==> config.mk <==
export PLATFORM = sky130hd
export DESIGN_NAME = rv_mc_ctrl
export DESIGN_NICKNAME = d
export VERILOG_FILES = /design/src/rtl/rv_mc_pkg.sv /design/src/rtl/rv_mc_wait_timer.sv /design/src/rtl/rv_mc_ctrl.sv
export SDC_FILE = /design/constraint.sdc
export NUM_CORES = 1
export LEC_CHECK = 0
export BUFFER_PORTS_ARGS = -buffer_cell sky130_fd_sc_hd__buf_2
export CAP_MARGIN = 30
export CORE_MARGIN = 4
export CORE_UTILIZATION = 45
export CTS_CLUSTER_DIAMETER = 80
export CTS_CLUSTER_SIZE = 12
export DETAILED_ROUTE_END_ITERATION = 10
export GPL_TIMING_DRIVEN = 0
export MAX_ROUTING_LAYER = met4
export PLACE_DENSITY_LB_ADDON = 0.08
export SYNTH_ARGS = -nofsm -noshare
export SYNTH_HDL_FRONTEND = slang
export SYNTH_SLANG_ARGS = --single-unit
==> constraint.sdc <==
create_clock -name i_clk -period 2 [get_ports i_clk]
set_clock_uncertainty 0.05 [all_clocks]
set_input_delay 0.1 -clock i_clk [delete_from_list [all_inputs] [get_ports i_clk]]
set_output_delay 0.1 -clock i_clk [all_outputs]
set_load 0.02 [all_outputs]
==> src/rtl/rv_mc_pkg.sv <==
// rtl/rv_mc_pkg.sv - shared types and constants for the RV32I multicycle control unit
package rv_mc_pkg;

   typedef logic [3:0] state_t;

   localparam state_t S_FETCH = 4'd0;
   localparam state_t S_FWAIT = 4'd1;
   localparam state_t S_INC   = 4'd2;
   localparam state_t S_DEC   = 4'd3;
   localparam state_t S_RB    = 4'd4;
   localparam state_t S_IB    = 4'd5;
   localparam state_t S_EXE   = 4'd6;
   localparam state_t S_ADDR  = 4'd7;
   localparam state_t S_SDATA = 4'd8;
   localparam state_t S_MWAIT = 4'd9;
   localparam state_t S_TRAP  = 4'd10;

   typedef enum logic [1:0] {
      RF_X0  = 2'b00,
      RF_RD  = 2'b01,
      RF_RS1 = 2'b10,
      RF_RS2 = 2'b11
   } rf_sel_e;

   localparam logic [6:0] OP_REG   = 7'b0110011;
   localparam logic [6:0] OP_IMM   = 7'b0010011;
   localparam logic [6:0] OP_LOAD  = 7'b0000011;
   localparam logic [6:0] OP_STORE = 7'b0100011;

   // ALU codes are resized to ALU_FW at the use site; -1 becomes all ones
   localparam int ALU_ADD  = 0;
   localparam int ALU_INC4 = -1;

   localparam logic [1:0] TC_NONE    = 2'b00;
   localparam logic [1:0] TC_ILLEGAL = 2'b01;
   localparam logic [1:0] TC_TIMEOUT = 2'b10;

   typedef struct packed {
      logic    pc_bus_en;
      logic    alu_bus_en;
      logic    imm_bus_en;
      logic    rf_bus_en;
      logic    rd_bus_en;
      logic    pc_en;
      logic    a_en;
      logic    b_en;
      logic    ir_en;
      logic    mar_en;
      logic    mdr_en;
      logic    rf_ren;
      logic    rf_wen;
      rf_sel_e rf_addr_sel;
      logic    mem_req;
      logic    mem_we;
   } ctrl_t;

endpackage

==> src/rtl/rv_mc_wait_timer.sv <==
// rtl/rv_mc_wait_timer.sv - memory wait-cycle counter with timeout detect
module rv_mc_wait_timer
#(
   parameter int MEM_TIMEOUT = 16
) (
   input  logic i_clk,
   input  logic i_rst,
   input  logic i_clr,
   input  logic i_inc,
   output logic o_expired
);

   localparam int W = $clog2(MEM_TIMEOUT + 1);

   logic [W-1:0] r_cnt;

   always_ff @(posedge i_clk) begin
      if (i_rst || i_clr) begin
         r_cnt <= '0;
      end else if (i_inc) begin
         r_cnt <= r_cnt + W'(1);
      end
   end

   // Expires on the wait cycle that would bring the count to the limit
   assign o_expired = i_inc && (r_cnt == W'(MEM_TIMEOUT - 1));

endmodule

==> src/rtl/rv_mc_ctrl.sv <==
// rtl/rv_mc_ctrl.sv - Moore multicycle control unit for the shared-bus RV32I datapath
module rv_mc_ctrl
   import rv_mc_pkg::*;
#(
   parameter int ALU_FW      = 4,
   parameter int MEM_TIMEOUT = 16,
   parameter int CNT_W       = 32
) (
   input  logic              i_clk,
   input  logic              i_rst,
   input  logic [6:0]        i_opcode,
   input  logic [2:0]        i_funct3,
   input  logic              i_funct7b5,
   input  logic              i_mem_ready,
   output logic              o_pc_bus_en,
   output logic              o_alu_bus_en,
   output logic              o_imm_bus_en,
   output logic              o_rf_bus_en,
   output logic              o_rd_bus_en,
   output logic              o_pc_en,
   output logic              o_a_en,
   output logic              o_b_en,
   output logic              o_ir_en,
   output logic              o_mar_en,
   output logic              o_mdr_en,
   output logic              o_rf_ren,
   output logic              o_rf_wen,
   output logic [1:0]        o_rf_addr_sel,
   output logic [ALU_FW-1:0] o_alu_func,
   output logic              o_mem_req,
   output logic              o_mem_we,
   output logic              o_trap,
   output logic [1:0]        o_trap_cause,
   output logic [CNT_W-1:0]  o_instret
);

   state_t            r_state;
   state_t            w_next;
   logic [1:0]        r_cause;
   logic [CNT_W-1:0]  r_instret;
   ctrl_t             w_ctl;
   ctrl_t             w_out;
   logic [ALU_FW-1:0] w_alu;
   logic              w_waiting;
   logic              w_expired;
   logic              w_retire;
   logic              w_is_r;
   logic              w_is_imm;
   logic              w_is_ld;
   logic              w_is_st;

   assign w_is_r    = (i_opcode == OP_REG);
   assign w_is_imm  = (i_opcode == OP_IMM);
   assign w_is_ld   = (i_opcode == OP_LOAD);
   assign w_is_st   = (i_opcode == OP_STORE);
   assign w_waiting = (r_state == S_FWAIT) || (r_state == S_MWAIT);
   assign w_retire  = (r_state == S_EXE) || ((r_state == S_MWAIT) && i_mem_ready);

   rv_mc_wait_timer #(
      .MEM_TIMEOUT(MEM_TIMEOUT)
   ) u_wait_timer (
      .i_clk    (i_clk),
      .i_rst    (i_rst),
      .i_clr    (!w_waiting),
      .i_inc    (w_waiting && !i_mem_ready),
      .o_expired(w_expired)
   );

   always_comb begin
      w_next = r_state;
      case (r_state)
         S_FETCH: w_next = S_FWAIT;
         S_FWAIT: begin
            if (i_mem_ready)    w_next = S_INC;
            else if (w_expired) w_next = S_TRAP;
         end
         S_INC: w_next = S_DEC;
         S_DEC: begin
            if (w_is_r)                                 w_next = S_RB;
            else if (w_is_imm || w_is_ld || w_is_st)    w_next = S_IB;
            else                                        w_next = S_TRAP;
         end
         S_RB:    w_next = S_EXE;
         S_IB:    w_next = w_is_imm ? S_EXE : S_ADDR;
         S_EXE:   w_next = S_FETCH;
         S_ADDR:  w_next = w_is_st ? S_SDATA : S_MWAIT;
         S_SDATA: w_next = S_MWAIT;
         S_MWAIT: begin
            if (i_mem_ready)    w_next = S_FETCH;
            else if (w_expired) w_next = S_TRAP;
         end
         default: w_next = S_TRAP;
      endcase
   end

   always_comb begin
      w_ctl = '0;
      w_alu = '0;
      case (r_state)
         S_FETCH: begin
            w_ctl.pc_bus_en = 1'b1;
            w_ctl.mar_en    = 1'b1;
            w_ctl.a_en      = 1'b1;
         end
         S_FWAIT: begin
            w_ctl.mem_req   = 1'b1;
            w_ctl.rd_bus_en = i_mem_ready;
            w_ctl.ir_en     = i_mem_ready;
         end
         S_INC: begin
            w_alu            = ALU_FW'(ALU_INC4);
            w_ctl.alu_bus_en = 1'b1;
            w_ctl.pc_en      = 1'b1;
         end
         S_DEC: begin
            w_ctl.rf_ren      = 1'b1;
            w_ctl.rf_addr_sel = RF_RS1;
            w_ctl.rf_bus_en   = 1'b1;
            w_ctl.a_en        = 1'b1;
         end
         S_RB: begin
            w_ctl.rf_ren      = 1'b1;
            w_ctl.rf_addr_sel = RF_RS2;
            w_ctl.rf_bus_en   = 1'b1;
            w_ctl.b_en        = 1'b1;
         end
         S_IB: begin
            w_ctl.imm_bus_en = 1'b1;
            w_ctl.b_en       = 1'b1;
         end
         S_EXE: begin
            // funct7[5] only selects SUB/SRA: R-type ops, or shift-right immediates
            w_alu[3:0]        = {i_funct7b5 & (w_is_r | (i_funct3 == 3'b101)), i_funct3};
            w_ctl.alu_bus_en  = 1'b1;
            w_ctl.rf_wen      = 1'b1;
            w_ctl.rf_addr_sel = RF_RD;
         end
         S_ADDR: begin
            w_alu            = ALU_FW'(ALU_ADD);
            w_ctl.alu_bus_en = 1'b1;
            w_ctl.mar_en     = 1'b1;
         end
         S_SDATA: begin
            w_ctl.rf_ren      = 1'b1;
            w_ctl.rf_addr_sel = RF_RS2;
            w_ctl.rf_bus_en   = 1'b1;
            w_ctl.mdr_en      = 1'b1;
         end
         S_MWAIT: begin
            w_ctl.mem_req = 1'b1;
            w_ctl.mem_we  = w_is_st;
            if (i_mem_ready && w_is_ld) begin
               w_ctl.rd_bus_en   = 1'b1;
               w_ctl.rf_wen      = 1'b1;
               w_ctl.rf_addr_sel = RF_RD;
            end
         end
         default: ;
      endcase
   end

   always_ff @(posedge i_clk) begin
      if (i_rst) begin
         r_state   <= S_FETCH;
         r_cause   <= TC_NONE;
         r_instret <= '0;
      end else begin
         r_state <= w_next;
         if ((w_next == S_TRAP) && (r_state != S_TRAP)) begin
            r_cause <= w_waiting ? TC_TIMEOUT : TC_ILLEGAL;
         end
         if (w_retire) begin
            r_instret <= r_instret + CNT_W'(1);
         end
      end
   end

   // Reset forces every output low in the same cycle, before the state register settles
   assign w_out         = i_rst ? '0 : w_ctl;
   assign o_pc_bus_en   = w_out.pc_bus_en;
   assign o_alu_bus_en  = w_out.alu_bus_en;
   assign o_imm_bus_en  = w_out.imm_bus_en;
   assign o_rf_bus_en   = w_out.rf_bus_en;
   assign o_rd_bus_en   = w_out.rd_bus_en;
   assign o_pc_en       = w_out.pc_en;
   assign o_a_en        = w_out.a_en;
   assign o_b_en        = w_out.b_en;
   assign o_ir_en       = w_out.ir_en;
   assign o_mar_en      = w_out.mar_en;
   assign o_mdr_en      = w_out.mdr_en;
   assign o_rf_ren      = w_out.rf_ren;
   assign o_rf_wen      = w_out.rf_wen;
   assign o_rf_addr_sel = w_out.rf_addr_sel;
   assign o_mem_req     = w_out.mem_req;
   assign o_mem_we      = w_out.mem_we;
   assign o_alu_func    = i_rst ? '0 : w_alu;
   assign o_trap        = !i_rst && (r_state == S_TRAP);
   assign o_trap_cause  = i_rst ? TC_NONE : r_cause;
   assign o_instret     = i_rst ? '0 : r_instret;

endmodule

## After elaboration in Yosys (flattened, before gate mapping)

Cells that the tools add are included.
W data, S select, Z words.

- Register bits: 43
- Output and inout bits: 56
- Logic and storage cells: 79

- Add/sub/neg operators: 2
- Eq/ne operators: 18
- Multiplexer cells: 31
- Bitwise logic cells: 2
- Reductions and logical operators: 22

Operators with widths:

| kind | number |
|---|---|
| $pmux W4 S10 | 1 |
| $add A32 B1 Y32 const B | 1 |
| $mux W32 | 1 |
| $mux W4 | 6 |
| $mux W17 | 1 |
| $eq A4 B3 Y1 const B | 4 |
| $eq A4 B4 Y1 const B | 4 |
| $mux W1 | 15 |
| $eq A7 B6 Y1 const B | 2 |
| $reduce_or A2 Y1 | 5 |
| $eq A4 B2 Y1 const B | 2 |
| $pmux W2 S4 | 1 |
| $pmux W4 S2 | 1 |
| $eq A7 B2 Y1 const B | 1 |
| $eq A7 B5 Y1 const B | 1 |
| $logic_and A1 B1 Y1 | 6 |
| $reduce_or A3 Y1 | 2 |
| $add A5 B1 Y5 const B | 1 |
| $eq A5 B4 Y1 const B | 1 |
| $logic_or A1 B1 Y1 | 5 |
| $eq A4 B1 Y1 const B | 1 |
| $logic_not A4 Y1 | 1 |
| $mux W2 | 2 |
| $ne A4 B4 Y1 const B | 1 |
| 6 further kinds | 9 |

## Depth between registers and ports, before layout

Gate-level depths: netlist of the first run.

- Depth in word-level cells: 9
- Depth in mapped cells: 7

## By module

A second synthesis of the first run with hierarchy kept.

- Cells, all modules: 357
- Area, all modules: 2810.2 um^2

Modules (own cells, without submodules):

| module | times used | cells an instance | area an instance (um^2) |
|---|---|---|---|
| rv_mc_ctrl | 1 | 332 | 2537.4 |
| rv_mc_wait_timer | 1 | 25 | 272.8 |

## Worst setup path before layout of the first run

No wires, ideal clock.

- Path kind: reg2out
- From: register r_state[2]
- To: output port o_rf_ren
- Arrival time: 1664 ps
- Path slack: 186 ps
- Cell stages (with the launch flop): 6
- Path buffers: 2
- Path through: dfxtp_1 -> buf_6 -> nor4bb_1 -> nor2_1 -> nor2_1 -> buf_4

- Cells in the longest elaborated chain, start to end: 4
- Elaborated cells on any way between the ends: 6

Ends and longest elaborated chain:

| item | line | RTL |
|---|---|---|
| start: declaration | rv_mc_ctrl.sv:37 | `state_t r_state;` |
| start signal: assignment | rv_mc_ctrl.sv:168 | `r_state <= w_next;` |
| $eq A4 B4 Y1 (tied with other cells) | rv_mc_ctrl.sv:99 | `case (r_state)` |
| $reduce_or A3 Y1 (no line) (*) | n/a |  |
| $mux W1 (*) | rv_mc_ctrl.sv:99 |  |
| $mux W17 (*) | rv_mc_ctrl.sv:179 | `assign w_out = i_rst ? '0 : w_ctl;` |
| end: declaration | rv_mc_ctrl.sv:26 | `output logic o_rf_ren,` |

Every way passes the cells marked *; elsewhere a longest branch is shown, timed or not.

## Worst setup path in the final report of the first run

- From: register r_state[1]
- To: register r_instret[18]

- Cells in the longest elaborated chain, start to end: 3
- Elaborated cells on any way between the ends: 4

Ends and longest elaborated chain:

| item | line | RTL |
|---|---|---|
| $eq A4 B4 Y1 | rv_mc_ctrl.sv:57 | `assign w_retire = (r_state == S_EXE) \|\| ((r_state == S_MWAIT) && i_mem_ready);` |
| $logic_and A1 B1 Y1 | rv_mc_ctrl.sv:57 |  |
| $logic_or A1 B1 Y1 (*) | rv_mc_ctrl.sv:57 |  |
| end signal: assignment | rv_mc_ctrl.sv:173 | `r_instret <= r_instret + CNT_W'(1);` |
| end: declaration | rv_mc_ctrl.sv:40 | `logic [CNT_W-1:0] r_instret;` |

Marks and branches as above.
A chain may end at the register's enable or synchronous reset.

==> results.sh, run 1 <==
export IMPL_slew_violations=0
export IMPL_crit_required_ns=2.13
export IMPL_grt_pass1_vias=2575
export IMPL_drt_iter0_drc=203
export IMPL_n_fill_cell=582
export IMPL_ys_seq_area_share_pct=31.40
export IMPL_tritoncts="done"
export IMPL_fin_nets=440
export IMPL_p_total_mw=1.664
export IMPL_clk_pin_slew_ns=0.08
export IMPL_core_region_area_um2=5921
export IMPL_synth_top_cells_by_area="dfxtp_1, mux2_2, nor2b_1"
export IMPL_hold_class="input pin to flip-flop"
export IMPL_period_needed_ns=1.931
export IMPL_cts_sinks=43
export IMPL_hold_viol=0
export IMPL_ys_types=47
export IMPL_dpl_cell_area_um2=3176
export IMPL_avgViaCountPerCell=5.521
export IMPL_status="finished, final reports clean"
export IMPL_chipWidth_um=86.05
export IMPL_antenna_cells=0
export IMPL_ant_nets=0
export IMPL_critPathMaxFanout=10
export IMPL_synth_fp_nets=364
export IMPL_period_share_pct=96.57
export IMPL_ys_flop_type="dfxtp_1"
export IMPL_die_h_um=86.05
export IMPL_maxCapViolCount=0
export IMPL_stdcell_area_um2=3503
export IMPL_gp_congestion=0.9152
export IMPL_timing_hold_ws_ns=0.1675
export IMPL_wl_per_cell_um=15.07
export IMPL_worstSetupPathType="flip-flop to flip-flop"
export IMPL_critPathLaunchType="flip-flop"
export IMPL_drcViolationCount=0
export IMPL_yosysTopAreaCell="dfxtp_1"
export IMPL_timing_slew_headroom_pct=64.44
export IMPL_synth_most_common_cell="dfxtp_1"
export IMPL_drtPass1Iterations=4
export IMPL_fmax_mhz=517.8
export IMPL_yosys_warnings=0
export IMPL_drive_gt1_share_pct=34.91
export IMPL_ir_worst_vdd_mv=0.2434
export IMPL_cts_buffers=5
export IMPL_grt_max_degree=14
export IMPL_cp_arrival_ns=2.07
export IMPL_die_area_um2=7405
export IMPL_postLayoutSetupSlackWorst_ns=0.06864
export IMPL_p_leak_nw=1.550
export IMPL_syn_inst=347
export IMPL_syn_mean_instance_area_um2=7.900
export IMPL_syn_area_um2=2741
export IMPL_async_flop_share_pct=0
export IMPL_drt_wl_total_um=7519
export IMPL_h_tree_depth=2
export IMPL_syn_to_final_growth_pct=27.80
export IMPL_initial_core_util_pct=46.30
export IMPL_cts_buffer_depth=2
export IMPL_gr_total_overflow=0
export IMPL_synth_edf_count=0
export IMPL_hpwl_um=5506
export IMPL_cts_root_buf="clkbuf_8"
export IMPL_p_per_area_nw_per_um2=475.1
export IMPL_vias=2755
export IMPL_antenna_found_initial=0
export IMPL_stdcell_count=499
export IMPL_grt_pass1_wl_um=12550
export IMPL_place_inst=490
export IMPL_yosysTopAreaCellShare_pct=31.40
export IMPL_clk_latency_ns=0.30
export IMPL_end_kind="flip-flop"
export IMPL_io_buffers=68
export IMPL_max_slew_worst_pin_slew_ns=0.5320
export IMPL_rsz0062_at_grt="false"
export IMPL_pin_count=70
export IMPL_synth_common_cells="dfxtp_1, nor2_1, nor2b_1"
export IMPL_groute_usage_overall_pct=21.17
export IMPL_setup_viol=0
export IMPL_synth_seq_cells=43
export IMPL_pre_cts_ws_ns=-0.2366
export IMPL_rows=28
==> cells in the final DEF, fill, tap and decap left out, types with 7 or more instances in the layout <==
| cell | synthesis | final |
|---|---|---|
| dfxtp_1 | 43 | 37 |
| buf_4 | 1 | 7 |
| nand3_1 | 12 | 11 |
| o21ai_0 | 8 | 8 |
| a21oi_1 | 22 | 22 |
| nor2_1 | 39 | 39 |
| and4_1 | 7 | 7 |
| nor3_1 | 16 | 15 |
| mux2_2 | 23 | 23 |
| nand4_1 | 8 | 8 |
| buf_2 | 6 | 69 |
| clkbuf_1 | 14 | 8 |
| nor2b_1 | 36 | 36 |
| inv_1 | 13 | 13 |
| nand2_1 | 15 | 15 |
==> final cells by class <==
cell class	instances	area, µm²	area share, %
Sequential cell	43	870.8	24.86
Tap cell	75	93.84	2.679
Multi-Input combinational cell	264	1878	53.61
Clock inverter	2	12.51	0.3571
Timing Repair Buffer	71	370.4	10.57
Inverter	13	48.80	1.393
Clock buffer	6	72.57	2.071
Buffer	25	156.4	4.464
==> metal layers <==
layer  vias to the layer above  GRT usage [%]  share of wire (%)
met5                         -              -                  0
met4                         0          4.173               0.82
met3                         6          4.035                5.7
met2                        76          33.29                 47
met1                      1285          28.40                 47
li1                       1388              -                  -
==> path summary, 6_finish.rpt <==
path | start | to | slack [ns] | cells after the start
worst max-delay path | r_state[1] | r_instret[18] | 0.07 | 6
worst max register to register | r_state[1] | r_instret[18] | 0.07 | 6
worst min register to register | r_cause[0] | r_cause[0] | 0.43 | 2
worst min-delay path | i_opcode[5] | r_state[0] | 0.17 | 3
==> state kept, by name (all words and copies together) (netlist names) <==
name	cells
r_instret	32
r_cause	2
r_state	4
u_wait_timer.r_cnt	5
==> per-stage QoR <==
| stage | util (%) | setup TNS, ns |
|---|---|---|
| 3_5_place_dp | 53.63 | -1.164 |
| 6_report | 59.17 | 0 |
| 5_1_grt | 59.17 | 0 |
| 3_3_place_gp | 53.63 | -0.9374 |
| 2_1_floorplan | - | 0 |
| 4_1_cts | 56.30 | -0.04092 |
==> worst max-delay path, stage by stage, from the launching register on <==
cell      delay [ns]
dfxtp_1         0.30
buf_2           0.18
nand3b_4        0.20
o22a_2          0.25
buf_6           0.16
nor4_2          0.32
mux2_2          0.36
==> report_power, final <==
group / switching [mW] / internal (mW) / total, mW
sequential: 0.0117 / 0.864 / 0.876
clock: 0.301 / 0.244 / 0.546
combinational: 0.155 / 0.0885 / 0.243
==> cells by family (layout without fill, tap and decap cells) <==
kind of cell             Yosys count  in the layout  share of synthesized area (%)
AO/OA/AOI/OAI                     46             46                          10.09
XOR/XNOR                           4              4                          1.278
adder cells (fa/ha/maj)            3              3                          1.369
buffers and inverters             40            117                          6.481
flip-flops                        43             43                          31.40
multiplexers                      25             25                          10.18
AND/OR/NAND/NOR                  186            186                          39.21
==> what timing repair did <==
action,4_1_cts,5_1_grt
hold buffers,0,0
setup endpoints to repair,23,26
pin swaps,1,5
gates resized for setup,15,43
setup buffers,0,3
Note: power is estimated with default switching activity, not from simulation.
==> inputs of run 2 (changes only) <==
--- a/config.mk
+++ b/config.mk
@@ -7,7 +7,7 @@
 export LEC_CHECK = 0
 export BUFFER_PORTS_ARGS = -buffer_cell sky130_fd_sc_hd__buf_2
 export CAP_MARGIN = 30
-export CORE_MARGIN = 4
+export CORE_MARGIN = 2
 export CORE_UTILIZATION = 45
 export CTS_CLUSTER_DIAMETER = 80
 export CTS_CLUSTER_SIZE = 12
@@ -15,6 +15,7 @@
 export GPL_TIMING_DRIVEN = 0
 export MAX_ROUTING_LAYER = met4
 export PLACE_DENSITY_LB_ADDON = 0.08
+export SETUP_SLACK_MARGIN = 0.02
 export SYNTH_ARGS = -nofsm -noshare
 export SYNTH_HDL_FRONTEND = slang
 export SYNTH_SLANG_ARGS = --single-unit
==> run 2 against run 1 <==
Compared with the run above: sequential cell count did not move; worst setup slack got worse by 0.016 ns; fmax fell by 0.83%; via count rose by 0.62%; sequential share of layout area fell by 0.24 points.
==> results.sh, run 2 (same netlist as run 1, synthesis figures left out) <==
export IMPL_timing_hold_ws_ns=0.1388
export IMPL_period_needed_ns=1.947
export IMPL_n_fill_cell=572
export IMPL_stdcell_area_um2=3537
export IMPL_antenna_found_initial=0
export IMPL_cp_arrival_ns=2.09
export IMPL_status="finished, final reports clean"
export IMPL_finalSetupTns_ns=0
export IMPL_r2r_slack_ns=0.05
export IMPL_die_area_um2=6732
export IMPL_pre_cts_ws_ns=-0.2721
export IMPL_fmax_mhz=513.5
export IMPL_timing_slew_headroom_pct=60.85
export IMPL_max_slew_worst_pin_slew_ns=0.5857
export IMPL_grt_pass1_wl_um=11620
export IMPL_hold_class="input pin to flip-flop"
export IMPL_layout_cells_most_common="buf_2"
export IMPL_cpPeakStageDelay_ns=0.37
export IMPL_postCtsHoldBufs=0
export IMPL_clk_pin_slew_ns=0.09
export IMPL_tritoncts="done"
export IMPL_drcViolationCount=0
export IMPL_antenna_cells=0
export IMPL_p_per_area_nw_per_um2=487.3
export IMPL_r2r_start="r_state[1]"
export IMPL_cts_buffers=5
export IMPL_cts_buffer_depth=2
export IMPL_rows=28
export IMPL_core_region_area_um2=5921
export IMPL_h_tree_depth=2
export IMPL_cp_buffers_inverters=2
export IMPL_slew_violations=0
export IMPL_io_buffers=68
export IMPL_fin_nets=441
export IMPL_end_kind="flip-flop"
export IMPL_drt_iter0_drc=118
export IMPL_dpl_cell_area_um2=3176
export IMPL_wl_per_cell_um=15.40
export IMPL_p_total_mw=1.724
export IMPL_gr_total_overflow=0
export IMPL_critPathLaunchType="flip-flop"
export IMPL_hold_depth=3
export IMPL_cts_sinks=43
export IMPL_die_h_um=82.05
export IMPL_hold_end="r_state[0]"
export IMPL_hold_viol=0
export IMPL_largest_reg_flops=32
export IMPL_postLayoutSetupSlackWorst_ns=0.05256
export IMPL_hpwl_um=5485
export IMPL_vias=2772
export IMPL_drive_gt1_share_pct=36.47
export IMPL_grt_pass1_vias=2461
export IMPL_chipWidth_um=82.05
export IMPL_path_cells="clkbuf_4 -> nand3b_4 -> o22a_2 -> buf_6 -> nor4b_2 -> mux2_2"
export IMPL_reg_largest_list="r_instret (32), u_wait_timer.r_cnt (5), r_state (4)"
export IMPL_clk_latency_ns=0.30
export IMPL_maxCapViolCount=0
export IMPL_groute_usage_overall_pct=22.92
export IMPL_syn_to_final_growth_pct=29.03
export IMPL_setup_viol=0
export IMPL_gp_congestion=0.9529
export IMPL_final_cell_mix="buf_2, nor2_1, dfxtp_1, nor2b_1, mux2_2"
export IMPL_ir_worst_vdd_mv=0.2542
export IMPL_min_from="i_opcode[5]"
export IMPL_initial_core_util_pct=46.30
export IMPL_p_leak_nw=1.562
export IMPL_grt_max_degree=14
export IMPL_top_register="r_instret"
export IMPL_worstSetupPathType="flip-flop to flip-flop"
export IMPL_r2r_cells=6
export IMPL_avgViaCountPerCell=5.544
export IMPL_crit_slowest_cell="mux2_2"
export IMPL_critPathMaxFanout=10
export IMPL_rsz0062_at_grt="true"
export IMPL_drtPass1Iterations=4
export IMPL_r2r_end="r_instret[12]"
export IMPL_period_share_pct=97.37
export IMPL_drt_wl_total_um=7698
export IMPL_crit_required_ns=2.15
export IMPL_ant_nets=0
export IMPL_crit_family="simple AND/OR/NAND/NOR gates"
export IMPL_cts_root_buf="clkbuf_8"
export IMPL_pin_count=70
-- run 2: cell type report --
class / instances / area, µm² / area share [%]
multi-input combinational: 264 / 1898 / 53.66
sequential: 43 / 870.8 / 24.62
timing repair buffer: 72 / 372.9 / 10.54
buffer: 25 / 157.7 / 4.457
tap: 75 / 93.84 / 2.653
clock buffer: 7 / 86.33 / 2.441
inverter: 13 / 48.80 / 1.380
clock inverter: 1 / 8.758 / 0.2476
-- run 2: worst min-delay path: stages --
cell and delay, ns:
buf_2 0.14, o41ai_1 0.09, a21oi_1 0.11
-- run 2: power by group --
part	leakage [nW]	internal [mW]	switching, mW
Sequential	0.350	0.864	0.0113
Clock	0.0484	0.284	0.316
Combinational	1.16	0.0913	0.157
Total	1.56	1.24	0.485
-- run 2: stage by stage --
| step | utilization [%] | instances |
|---|---|---|
| 2_1_floorplan | - | 347 |
| 3_3_place_gp | 53.63 | 490 |
| 3_5_place_dp | 53.63 | 490 |
| 4_1_cts | 56.93 | 497 |
| 5_1_grt | 59.74 | 500 |
| 6_report | 59.74 | 500 |
-- run 2: timing repair --
item / CTS / global route
resized for setup: 24 / 37
setup buffers: 0 / 4
pin swaps: 1 / 4
setup endpoints to repair: 25 / 24
-- run 2: how the worst max path moves through the flow --
stage	startpoint	end	slack, ns	depth (start not counted)
finish	r_state[1]	r_instret[12]	0.05	6
global placement	r_instret[2]	r_instret[31]	-0.23	6
floorplan	r_state[2]	o_rf_ren	0.19	5
detailed placement	r_instret[2]	r_instret[31]	-0.27	6
CTS	r_instret[0]	r_instret[12]	-0.01	5
global route	r_instret[4]	r_instret[21]	-0.03	6
-- run 2: metal layers --
layer / track usage (%) / wire [µm] / vias to the layer above
li1: - / - / 1381
met1: 30.41 / 3677 / 1324
met2: 36.99 / 3673 / 62
met3: 3.407 / 296 / 5
met4: 5.000 / 51 / 0
met5: - / 0 / -
==> inputs of run 3 (changes only) <==
--- a/config.mk
+++ b/config.mk
@@ -7,7 +7,7 @@
 export LEC_CHECK = 0
 export BUFFER_PORTS_ARGS = -buffer_cell sky130_fd_sc_hd__buf_2
 export CAP_MARGIN = 30
-export CORE_MARGIN = 2
+export CORE_MARGIN = 1.5
 export CORE_UTILIZATION = 45
 export CTS_CLUSTER_DIAMETER = 80
 export CTS_CLUSTER_SIZE = 12
==> run 3 against run 2 <==
Compared with the run above: critical path depth did not move; fmax rose by 0.88%; count of clock-buffer cells in the layout fell by 1; sequential power barely moved; critical path type unchanged; critical endpoint is now r_instret[18]; largest cell class unchanged; highest routed layer unchanged.
==> results.sh, run 3 (same netlist as run 1, synthesis figures left out) <==
export IMPL_slew_violations=0
export IMPL_worstSetupPathType="flip-flop to flip-flop"
export IMPL_fin_nets=440
export IMPL_pin_count=70
export IMPL_die_h_um=81.05
export IMPL_n_fill_cell=548
export IMPL_critPathMaxFanout=10
export IMPL_final_cell_mix="buf_2, nor2_1, nor2b_1, dfxtp_1, mux2_2"
export IMPL_swShare_pct=28.03
export IMPL_drt_wl_total_um=7551
export IMPL_maxCapViolCount=0
export IMPL_crit_slowest_cell="mux2_2"
export IMPL_p_clk_share_pct=33.9
export IMPL_end_kind="flip-flop"
export IMPL_period_share_pct=96.53
export IMPL_ir_worst_vdd_mv=0.3419
export IMPL_tritoncts="done"
export IMPL_grt_pass1_vias=2407
export IMPL_period_needed_ns=1.931
export IMPL_antenna_found_initial=0
export IMPL_io_buffers=68
export IMPL_clk_pin_slew_ns=0.09
export IMPL_cpPeakStageDelay_ns=0.37
export IMPL_layout_cells_most_common="buf_2"
export IMPL_grt_pass1_wl_um=11170
export IMPL_path_cells="clkbuf_4 -> nand3b_4 -> o22a_4 -> buf_6 -> nor4_1 -> mux2_2"
export IMPL_max_slew_worst_pin_slew_ns=0.5906
export IMPL_initial_core_util_pct=46.58
export IMPL_status="finished, final reports clean"
export IMPL_cts_buffers=5
export IMPL_chipWidth_um=81.05
export IMPL_reg_largest_list="r_instret (32), u_wait_timer.r_cnt (5), r_state (4)"
export IMPL_pwr_share_comb_pct=14.7
export IMPL_rows=28
export IMPL_core_region_area_um2=5886
export IMPL_timing_slew_headroom_pct=60.53
export IMPL_syn_to_final_growth_pct=30.26
export IMPL_p_leak_nw=1.642
export IMPL_groute_usage_overall_pct=22.37
export IMPL_cts_root_buf="clkbuf_8"
export IMPL_hpwl_um=5270
export IMPL_cts_sinks=43
export IMPL_hold_viol=0
export IMPL_fmax_mhz=518.0
export IMPL_p_int_mw=1.227
export IMPL_antenna_cells=0
export IMPL_avgViaCountPerCell=5.627
export IMPL_p_sw_mw=0.4778
export IMPL_wl_per_cell_um=15.16
export IMPL_die_area_um2=6569
export IMPL_postCtsHoldBufs=0
export IMPL_ant_nets=0
export IMPL_cp_arrival_ns=2.07
export IMPL_p_per_area_nw_per_um2=477.5
export IMPL_seqPwrFrac_pct=51.4
export IMPL_cts_buffer_depth=2
export IMPL_hold_class="input pin to flip-flop"
export IMPL_clk_latency_ns=0.29
export IMPL_timing_hold_ws_ns=0.1537
export IMPL_grt_max_degree=13
export IMPL_drcViolationCount=0
export IMPL_top_register="r_instret"
export IMPL_rsz0062_at_grt="true"
export IMPL_drtPass1Iterations=4
export IMPL_drt_iter0_drc=233
export IMPL_h_tree_depth=2
export IMPL_vias=2802
export IMPL_finalSetupTns_ns=0
export IMPL_drive_gt1_share_pct=35.70
export IMPL_crit_required_ns=2.14
export IMPL_setup_viol=0
export IMPL_gp_congestion=0.9892
export IMPL_gr_total_overflow=0
export IMPL_critPathLaunchType="flip-flop"
export IMPL_largest_reg_flops=32
run 3: cell types whose count changed in the layout (fill, tap and decap cells not counted), sizes merged:
cell,before,now
clkbuf,20,21
buf,84,81
run 3: routing by layer:
| metal | vias up | part of all wire [%] | track usage, % |
|---|---|---|---|
| met3 | 9 | 5.3 | 3.708 |
| met5 | - | 0 | - |
| met4 | 0 | 1.0 | 5.345 |
| met2 | 85 | 48 | 35.92 |
| li1 | 1388 | - | - |
| met1 | 1320 | 46 | 29.35 |
run 3: what timing repair did:
| item | 4_1_cts | 5_1_grt |
|---|---|---|
| pin swaps | 1 | 5 |
| endpoints found under the hold margin | 0 | 0 |
| resized for setup | 28 | 38 |
| setup endpoints to repair | 24 | 25 |
| setup buffers | 0 | 2 |
run 3: worst paths after layout:
check	from	to	slack [ns]	cells after the start
worst max register to register	r_state[1]	r_instret[18]	0.07	6
worst max-delay path	r_state[1]	r_instret[18]	0.07	6
worst min-delay path	i_opcode[5]	r_state[0]	0.15	3
worst min register to register	r_cause[0]	r_cause[0]	0.42	2
run 3: power by group through the flow:
stage / clock network, mW / registers, mW / logic, mW
4_1_cts: 0.592 / 0.875 / 0.238
2_1_floorplan: 0 / 0.892 / 0.153
3_3_place_gp: 0 / 0.894 / 0.225
5_1_grt: 0.616 / 0.877 / 0.274
3_5_place_dp: 0 / 0.894 / 0.225
6_report: 0.579 / 0.876 / 0.250
run 3: worst max-delay path, delay by kind of cell, from the launching register on:
kind | cells | cell delay [ns]
buffers and inverters | 2 | 0.34
flip-flops | 1 | 0.31
multiplexers | 1 | 0.37
AO/OA/AOI/OAI | 1 | 0.24
AND/OR/NAND/NOR | 2 | 0.52
run 3: cell type report:
cell class | count | area [µm²] | area share, %
Buffer | 26 | 171.4 | 4.800
Clock buffer | 6 | 82.58 | 2.313
Clock inverter | 1 | 5.005 | 0.1402
Inverter | 13 | 48.80 | 1.367
Multi-Input combinational cell | 264 | 1939 | 54.31
Sequential cell | 43 | 872.1 | 24.42
Tap cell | 75 | 93.84 | 2.628
Timing Repair Buffer | 70 | 357.8 | 10.02
run 3: per-stage QoR:
step	setup slack [ns]	total power [mW]	util [%]	instance area, µm²	cells
finish	0.06947	1.705	60.67	3571	498
CTS	0.002571	1.704	57.84	3405	496
detailed placement	-0.1586	1.119	53.95	3176	490
global placement	-0.1746	1.119	53.95	3176	490
floorplan	0.1861	1.045	-	2741	347
global route	-0.009786	1.767	60.67	3571	498
